===== src/rtl/alu_serial.sv =====
// alu_serial: bit-serial ALU, one result bit per clock, LSB first.
// A single 1-bit slice plus a carry flop executes pass/add/sub/and/or/xor
// on WIDTH-bit operands. The control FSM handshakes with start/busy/done.
// Result and flags are held from done until the next operation completes.
//
// Ports
//   clk        in   1      clock, rising edge
//   reset_n    in   1      asynchronous active-low reset
//   start      in   1      op request, honoured only in IDLE or DONE
//   a, b       in   WIDTH  operands, captured when start is accepted
//   cntrl      in   3      000 pass B, 010 add, 011 sub (A-B), 100 and,
//                          101 or, 110 xor; 001/111 give a zero result
//   busy       out  1      operation in progress
//   done       out  1      one-cycle completion pulse
//   result     out  WIDTH  last completed result
//   negative   out  1      result MSB
//   zero       out  1      result is all zeros
//   overflow   out  1      signed overflow (add/sub only)
//   carry_out  out  1      carry out of MSB (add/sub only; sub: 1 = no borrow)
module alu_serial #(
   parameter int unsigned WIDTH = 64,
   parameter int unsigned CNT_W = $clog2(WIDTH) + 1
) (
   input  logic             clk,
   input  logic             reset_n,
   input  logic             start,
   input  logic [WIDTH-1:0] a,
   input  logic [WIDTH-1:0] b,
   input  logic [2:0]       cntrl,
   output logic             busy,
   output logic             done,
   output logic [WIDTH-1:0] result,
   output logic             negative,
   output logic             zero,
   output logic             overflow,
   output logic             carry_out
);

   localparam logic [2:0] OP_PASS = 3'b000;
   localparam logic [2:0] OP_ADD  = 3'b010;
   localparam logic [2:0] OP_SUB  = 3'b011;
   localparam logic [2:0] OP_AND  = 3'b100;
   localparam logic [2:0] OP_OR   = 3'b101;
   localparam logic [2:0] OP_XOR  = 3'b110;

   typedef enum logic [1:0] {
      S_IDLE = 2'd0,
      S_RUN  = 2'd1,
      S_DONE = 2'd2
   } state_t;

   state_t state, state_next;

   logic             load;
   logic             step;
   logic             last;

   logic [WIDTH-1:0] a_sh;
   logic [WIDTH-1:0] b_sh;
   logic [WIDTH-1:0] r_sh;
   logic [WIDTH-1:0] r_next;
   logic [2:0]       op_q;
   logic             carry;
   logic [CNT_W-1:0] count;

   logic             is_sub;
   logic             is_arith;
   logic             b_eff;
   logic             sum_bit;
   logic             carry_next;
   logic             bit_val;

   // State register with registered busy/done decoded from the next state
   always_ff @(posedge clk or negedge reset_n) begin
      if (!reset_n) begin
         state <= S_IDLE;
         busy  <= 1'b0;
         done  <= 1'b0;
      end else begin
         state <= state_next;
         busy  <= (state_next == S_RUN);
         done  <= (state_next == S_DONE);
      end
   end

   // Next-state and datapath control strobes
   always_comb begin
      state_next = state;
      load       = 1'b0;
      step       = 1'b0;
      last       = 1'b0;
      case (state)
         S_IDLE: begin
            if (start) begin
               load       = 1'b1;
               state_next = S_RUN;
            end
         end
         S_RUN: begin
            step = 1'b1;
            if (count == CNT_W'(WIDTH - 1)) begin
               last       = 1'b1;
               state_next = S_DONE;
            end
         end
         S_DONE: begin
            if (start) begin
               load       = 1'b1;
               state_next = S_RUN;
            end else begin
               state_next = S_IDLE;
            end
         end
         default: state_next = S_IDLE;
      endcase
   end

   // One-bit slice: subtraction is A + ~B + 1, the +1 preloaded into carry
   always_comb begin
      is_sub     = (op_q == OP_SUB);
      is_arith   = (op_q == OP_ADD) || (op_q == OP_SUB);
      b_eff      = b_sh[0] ^ is_sub;
      sum_bit    = a_sh[0] ^ b_eff ^ carry;
      carry_next = (a_sh[0] & b_eff) | (carry & (a_sh[0] ^ b_eff));
      case (op_q)
         OP_PASS:        bit_val = b_sh[0];
         OP_ADD, OP_SUB: bit_val = sum_bit;
         OP_AND:         bit_val = a_sh[0] & b_sh[0];
         OP_OR:          bit_val = a_sh[0] | b_sh[0];
         OP_XOR:         bit_val = a_sh[0] ^ b_sh[0];
         default:        bit_val = 1'b0;
      endcase
      // New bit enters at the MSB; after WIDTH steps bit 0 sits at the LSB
      r_next = WIDTH'({bit_val, r_sh} >> 1);
   end

   // Operand shifters, carry, counter and held result/flags
   always_ff @(posedge clk or negedge reset_n) begin
      if (!reset_n) begin
         a_sh      <= '0;
         b_sh      <= '0;
         r_sh      <= '0;
         op_q      <= OP_PASS;
         carry     <= 1'b0;
         count     <= '0;
         result    <= '0;
         negative  <= 1'b0;
         zero      <= 1'b1;
         overflow  <= 1'b0;
         carry_out <= 1'b0;
      end else begin
         if (load) begin
            a_sh  <= a;
            b_sh  <= b;
            op_q  <= cntrl;
            carry <= (cntrl == OP_SUB);
            count <= '0;
         end else if (step) begin
            a_sh  <= a_sh >> 1;
            b_sh  <= b_sh >> 1;
            r_sh  <= r_next;
            carry <= carry_next;
            count <= count + CNT_W'(1);
         end
         // On the final bit, carry still holds the carry into the MSB
         if (last) begin
            result    <= r_next;
            negative  <= r_next[WIDTH-1];
            zero      <= (r_next == '0);
            overflow  <= is_arith & (carry ^ carry_next);
            carry_out <= is_arith & carry_next;
         end
      end
   end

endmodule


===== config.mk =====
export PLATFORM = sky130hd
export DESIGN_NAME = alu_serial
export DESIGN_NICKNAME = d
export VERILOG_FILES = /design/src/rtl/alu_serial.sv
export SDC_FILE = /design/constraint.sdc
export NUM_CORES = 1
export LEC_CHECK = 0
export BUFFER_PORTS_ARGS = -buffer_cell sky130_fd_sc_hd__buf_2
export CAP_MARGIN = 20
export CORE_MARGIN = 2
export CORE_UTILIZATION = 40
export DETAILED_ROUTE_END_ITERATION = 7
export HOLD_SLACK_MARGIN = 0.06
export SYNTH_ARGS = -nofsm -noshare
export SYNTH_HDL_FRONTEND = slang
export SYNTH_SLANG_ARGS = --single-unit

===== constraint.sdc =====
create_clock -name clk -period 2.9 [get_ports clk]
set_input_delay 0.435 -clock clk [delete_from_list [all_inputs] [get_ports clk]]
set_output_delay 0.435 -clock clk [all_outputs]
set_load 0.1 [all_outputs]

# Word-level counts from Yosys, hierarchy flattened
# Cells that the tools add are included.
# totals
elab_cells	65
ff_bits	275
# classes
addsub	1
bitwise_logic	13
n_reduce_logical	8
n_eq_ne	11
muxes	18
# op_table
operator	n
$mux W64	4
$logic_not A64 Y1	1
$mux W7	2
$eq A3 B2 Y1 const B	3
$eq A3 B3 Y1 const B	3
$mux W1	8
$add A7 B1 Y7 const B	1
$eq A7 B6 Y1 const B	1
$pmux W2 S3	1
$and A1 B1 Y1	5
$pmux W1 S5	1
$xor A1 B1 Y1	5
$eq A2 B1 Y1 const B	2
$eq A2 B2 Y1 const B	2
$mux W2	2
$reduce_or A2 Y1	2
$logic_not A3 Y1	1
$logic_not A2 Y1	1
$or A1 B1 Y1	2
$reduce_and A2 Y1	1
$reduce_bool A2 Y1	1
$logic_or A1 B1 Y1	1
$not A1 Y1	1

# Depth between registers and ports, before layout
# depth
depth_word	7
ltp_mapped	8
ltp_nobuf	7

# Least setup slack after synthesis
# No wires, ideal clock.
# synth_timing
kind	register -> register
start	register op_q[1]
end	register result[63]
n_path_buf	0
setup_ns	0.128
slack_ns	0.789
synth_period_minus_slack_ns	2.111
t_arrival_ns	1.983
stages_incl_launch_ff	8
cell_sequence	dfrtp_1 -> nor2b_1 -> nand2_1 -> xnor2_1 -> fa_1 -> a221oi_1 -> a21oi_1 -> mux2_1
# synth_via
elab_chain_cells	5
word_cells_on_any_way	11
classes_between	eq/ne (5); mux (1); bitwise (3); reduce/logical (2)
# synth_lines
item	line	source
from (decl)	62	logic [2:0] op_q;
from (signal assigned)	155	op_q <= cntrl;
$eq A3 B2 Y1	120, 125	
$xor A1 B1 Y1	122	b_eff = b_sh[0] ^ is_sub;
$xor A1 B1 Y1 (2 in series)	123	sum_bit = a_sh[0] ^ b_eff ^ carry;
$pmux W1 S5 *	125	case (op_q)
to (signal assigned)	167	result <= r_next;
to (decl)	32	output logic [WIDTH-1:0] result,
# Mark *: on every way between the ends. The rest lies on a longest branch, timed or not.
# A chain may end at the register's enable or synchronous reset.

# Worst setup path after layout
# Ends and elaborated chain as after synthesis.

==> reports/qor.txt <==
Worst stage delay on the critical path - 0.46 ns
I/O pin total - 204
Hold buffer count at CTS - 2
DRT Pass-1 Iters - 5
Critical path required time - 3.34 ns
Placement Rows - 62
DR DRC count - 0
Clock sinks - 273
Final worst slack - 0.550 ns
Core Util, Final - 0.494
Fin. Hold Viols - 0
Fin area - 14100 sq um
Crit path DAT - 2.79 ns
Max_cap viols - 0
Dpl cell area - 13000 sq um
Synthesized Nets - 1334
Placed insts - 1719
ANT nets after route - 0
Dpl ws - 0.552 ns
Slew headroom - 0.429
Critical Path Source Type - flop
Initial detailed-routing violation count - 589
Ys Warns - 0
Total Nets Final - 1507
Unrepaired setup endpoints after global routing - no
Die W - 174 um
Avg Cell Area, Syn - 9.71 sq um
Synthesized instance count - 1196
Area Overhead vs Synth - 21.8%
Post-CTS Setup Bufs - 0
Max clock buf depth - 3
Non-Filler Instances - 1780
Initial antenna violation count - 5
Crit path buf inv count - 0
Number of global-route vias before repair - 8718
Vias/cell - 4.94
Full die area - 30400 sq um
Post-synth EDFFs - 0
Clock buffer count from CTS - 30
Resize count post-CTS - 0
H-tree levels - 1
GRT Util Overall - 0.178
Outcome - finished clean
Die height - 174 um
Max Freq - 0.425 GHz
Top_reg_cell synth - dfrtp_1
Worst Setup End Kind - flop
Layout Skew - 0.0191 ns
Period utilisation layout - 0.810
Peak supply drop - 0.379 mV
Largest net degree at the start of global routing - 189
Detailed placer's ending HPWL - 16600 um
CP Max Fanout - 7
Crit-path cells - nor2b_1 -> nand2_1 -> xnor2_1 -> fa_1 -> a221oi_1 -> a21oi_1 -> mux2_1
Endpoints failing setup - 0
Pwr per Cell Area - 599 nW/um^2
Clock Pin Slew Worst Setup and Hold Paths - 0.06 ns
Yosys reg bits - 273
Slew @ Worst Pin - 0.856 ns
Final wirelength - 26500 um
Setup_tns - 0 ns
Initial Utilization - 0.406
Slowest library cell on the worst path - fa_1
Number of distinct library cells after synthesis - 38
Post-synthesis sequential area ratio - 0.588
Wire per inst - 14.9 um
Final Critical Period - 2.35 ns
Worst min-delay path class - in2reg
Root buffer cell - clkbuf_16
Vias - 8787
Asr flop ratio synth - 1.00
Crit path kind - reg2reg
Fillers - 2666
Layout cells sized above 1 - 0.246
Gpl congestion - 0.747
Pins over their slew limit - 0
I/O Buffers - 203
CTS tree - yes
Worst skew pair latency - 0.56 ns
Core Box Area - 28600 sq um
Mapped Area - 11600 sq um
First-pass GRT wire length - 45000 um
Delay-heaviest family, CP - adder cells
Lkg Pwr - 7.32 nW
Congestion Overflow GR - 0
-- registers in the layout (all words and copies together), names as in the netlist --
signal and cells:
result 64, carry 1, busy 1, count 7, zero 1, overflow 1
r_sh 63, state 2, carry_out 1, op_q 3, a_sh 64, done 1
b_sh 64
-- per-layer routing --
layer | GRT usage | share of wire
met2 | 0.276 | 0.45
met3 | 0.0440 | 0.063
met4 | 0.0476 | 0.022
met5 | 0 | 0.00049
met1 | 0.250 | 0.46
-- cell usage after synthesis, drive strengths merged, types with 2 or more instances --
master,number,area share
nor4,15,0.0081
a22o,2,0.0015
nand3,6,0.0026
nor2b,3,0.0016
or4,2,0.0013
inv,5,0.0016
mux2,65,0.083
nand2b,3,0.0016
nor3,5,0.0022
o21ai,6,0.0026
a21oi,2,0.00086
o211ai,2,0.0013
nand2,455,0.15
o31ai,2,0.0013
a22oi,3,0.0019
o22ai,2,0.0011
dfrtp,272,0.59
nor2,125,0.040
buf,16,0.010
ha,3,0.0032
nand4,6,0.0032
a221o,2,0.0017
clkbuf,65,0.021
a31oi,121,0.065
-- layout make-up --
type	count	area, sq um	area share
Inverter	5	18.8	0.00133
Antenna cell	3	7.51	0.000531
Tap cell	384	480	0.0340
Sequential cell	273	6830	0.483
Multi-Input combinational cell	837	4420	0.313
Timing Repair Buffer	222	1300	0.0919
Clock inverter	12	178	0.0126
Clock buffer	44	903	0.0639
-- tightest hold or removal path: cells and delay by family --
family | cells | cell delay [ns]
AND/OR/NAND/NOR | 2 | 0.10
buffers and inverters | 1 | 0.09
-- through the flow --
step,power [mW],hold WS (ns)
2_1_floorplan,4.23,0.139
3_3_place_gp,4.49,0.453
3_5_place_dp,4.50,0.455
4_1_cts,8.61,0.0601
5_1_grt,8.84,0.0892
6_report,8.48,0.0920
-- cells in the final DEF, fill, tap and decap left out, drive strengths merged, types with 2 or more instances in the layout --
master	instances
o21ai	6
nor2	125
nand4	6
o31ai	2
o211ai	2
buf	220
ha	3
dlygate4sd3	2
nor3	5
a21oi	2
diode	3
clkbuf	44
inv	5
a31oi	121
or4	2
nor4	15
nand2b	3
a22o	2
clkinv	7
nand2	455
nand3	6
nor2b	3
a221o	2
mux2	65
bufinv	4
dfrtp	272
o22ai	2
a22oi	3
-- where the power goes --
| part | internal (mW) | switching (mW) | leakage, nW |
|---|---|---|---|
| Sequential | 3.94 | 0.137 | 3.58 |
| Combinational | 0.149 | 0.193 | 3.21 |
| Clock | 2.51 | 1.55 | 0.534 |
| Total | 6.60 | 1.88 | 7.32 |
-- path summary, 6_finish.rpt --
| check | depth (start not counted) | from | end | slack (ns) |
|---|---|---|---|---|
| max in group asynchronous | 3 | reset_n | b_sh[62] | 1.64 |
| min in group asynchronous | 2 | reset_n | result[25] | 0.46 |
| worst min-delay path | 3 | cntrl[1] | op_q[1] | 0.09 |
| worst min register to register | 2 | overflow | overflow | 0.47 |
| worst max register to register | 7 | op_q[1] | result[63] | 0.55 |
| worst max-delay path | 7 | op_q[1] | result[63] | 0.55 |
-- kinds of logic (layout without fill, tap and decap cells) --
logic type / count (synthesis) / count (layout) / share of synthesized area
and+or+nand+nor: 621 / 621 / 0.209
DFF: 273 / 273 / 0.588
AOI/OAI and AO/OA: 144 / 144 / 0.0790
buffers and inverters: 86 / 283 / 0.0331
muxes: 66 / 66 / 0.0843
adders and majority gates: 4 / 4 / 0.00496
xor gates and xnor gates: 2 / 2 / 0.00151
other: 0 / 3 / 0
Power figures use the tool's default switching activity.
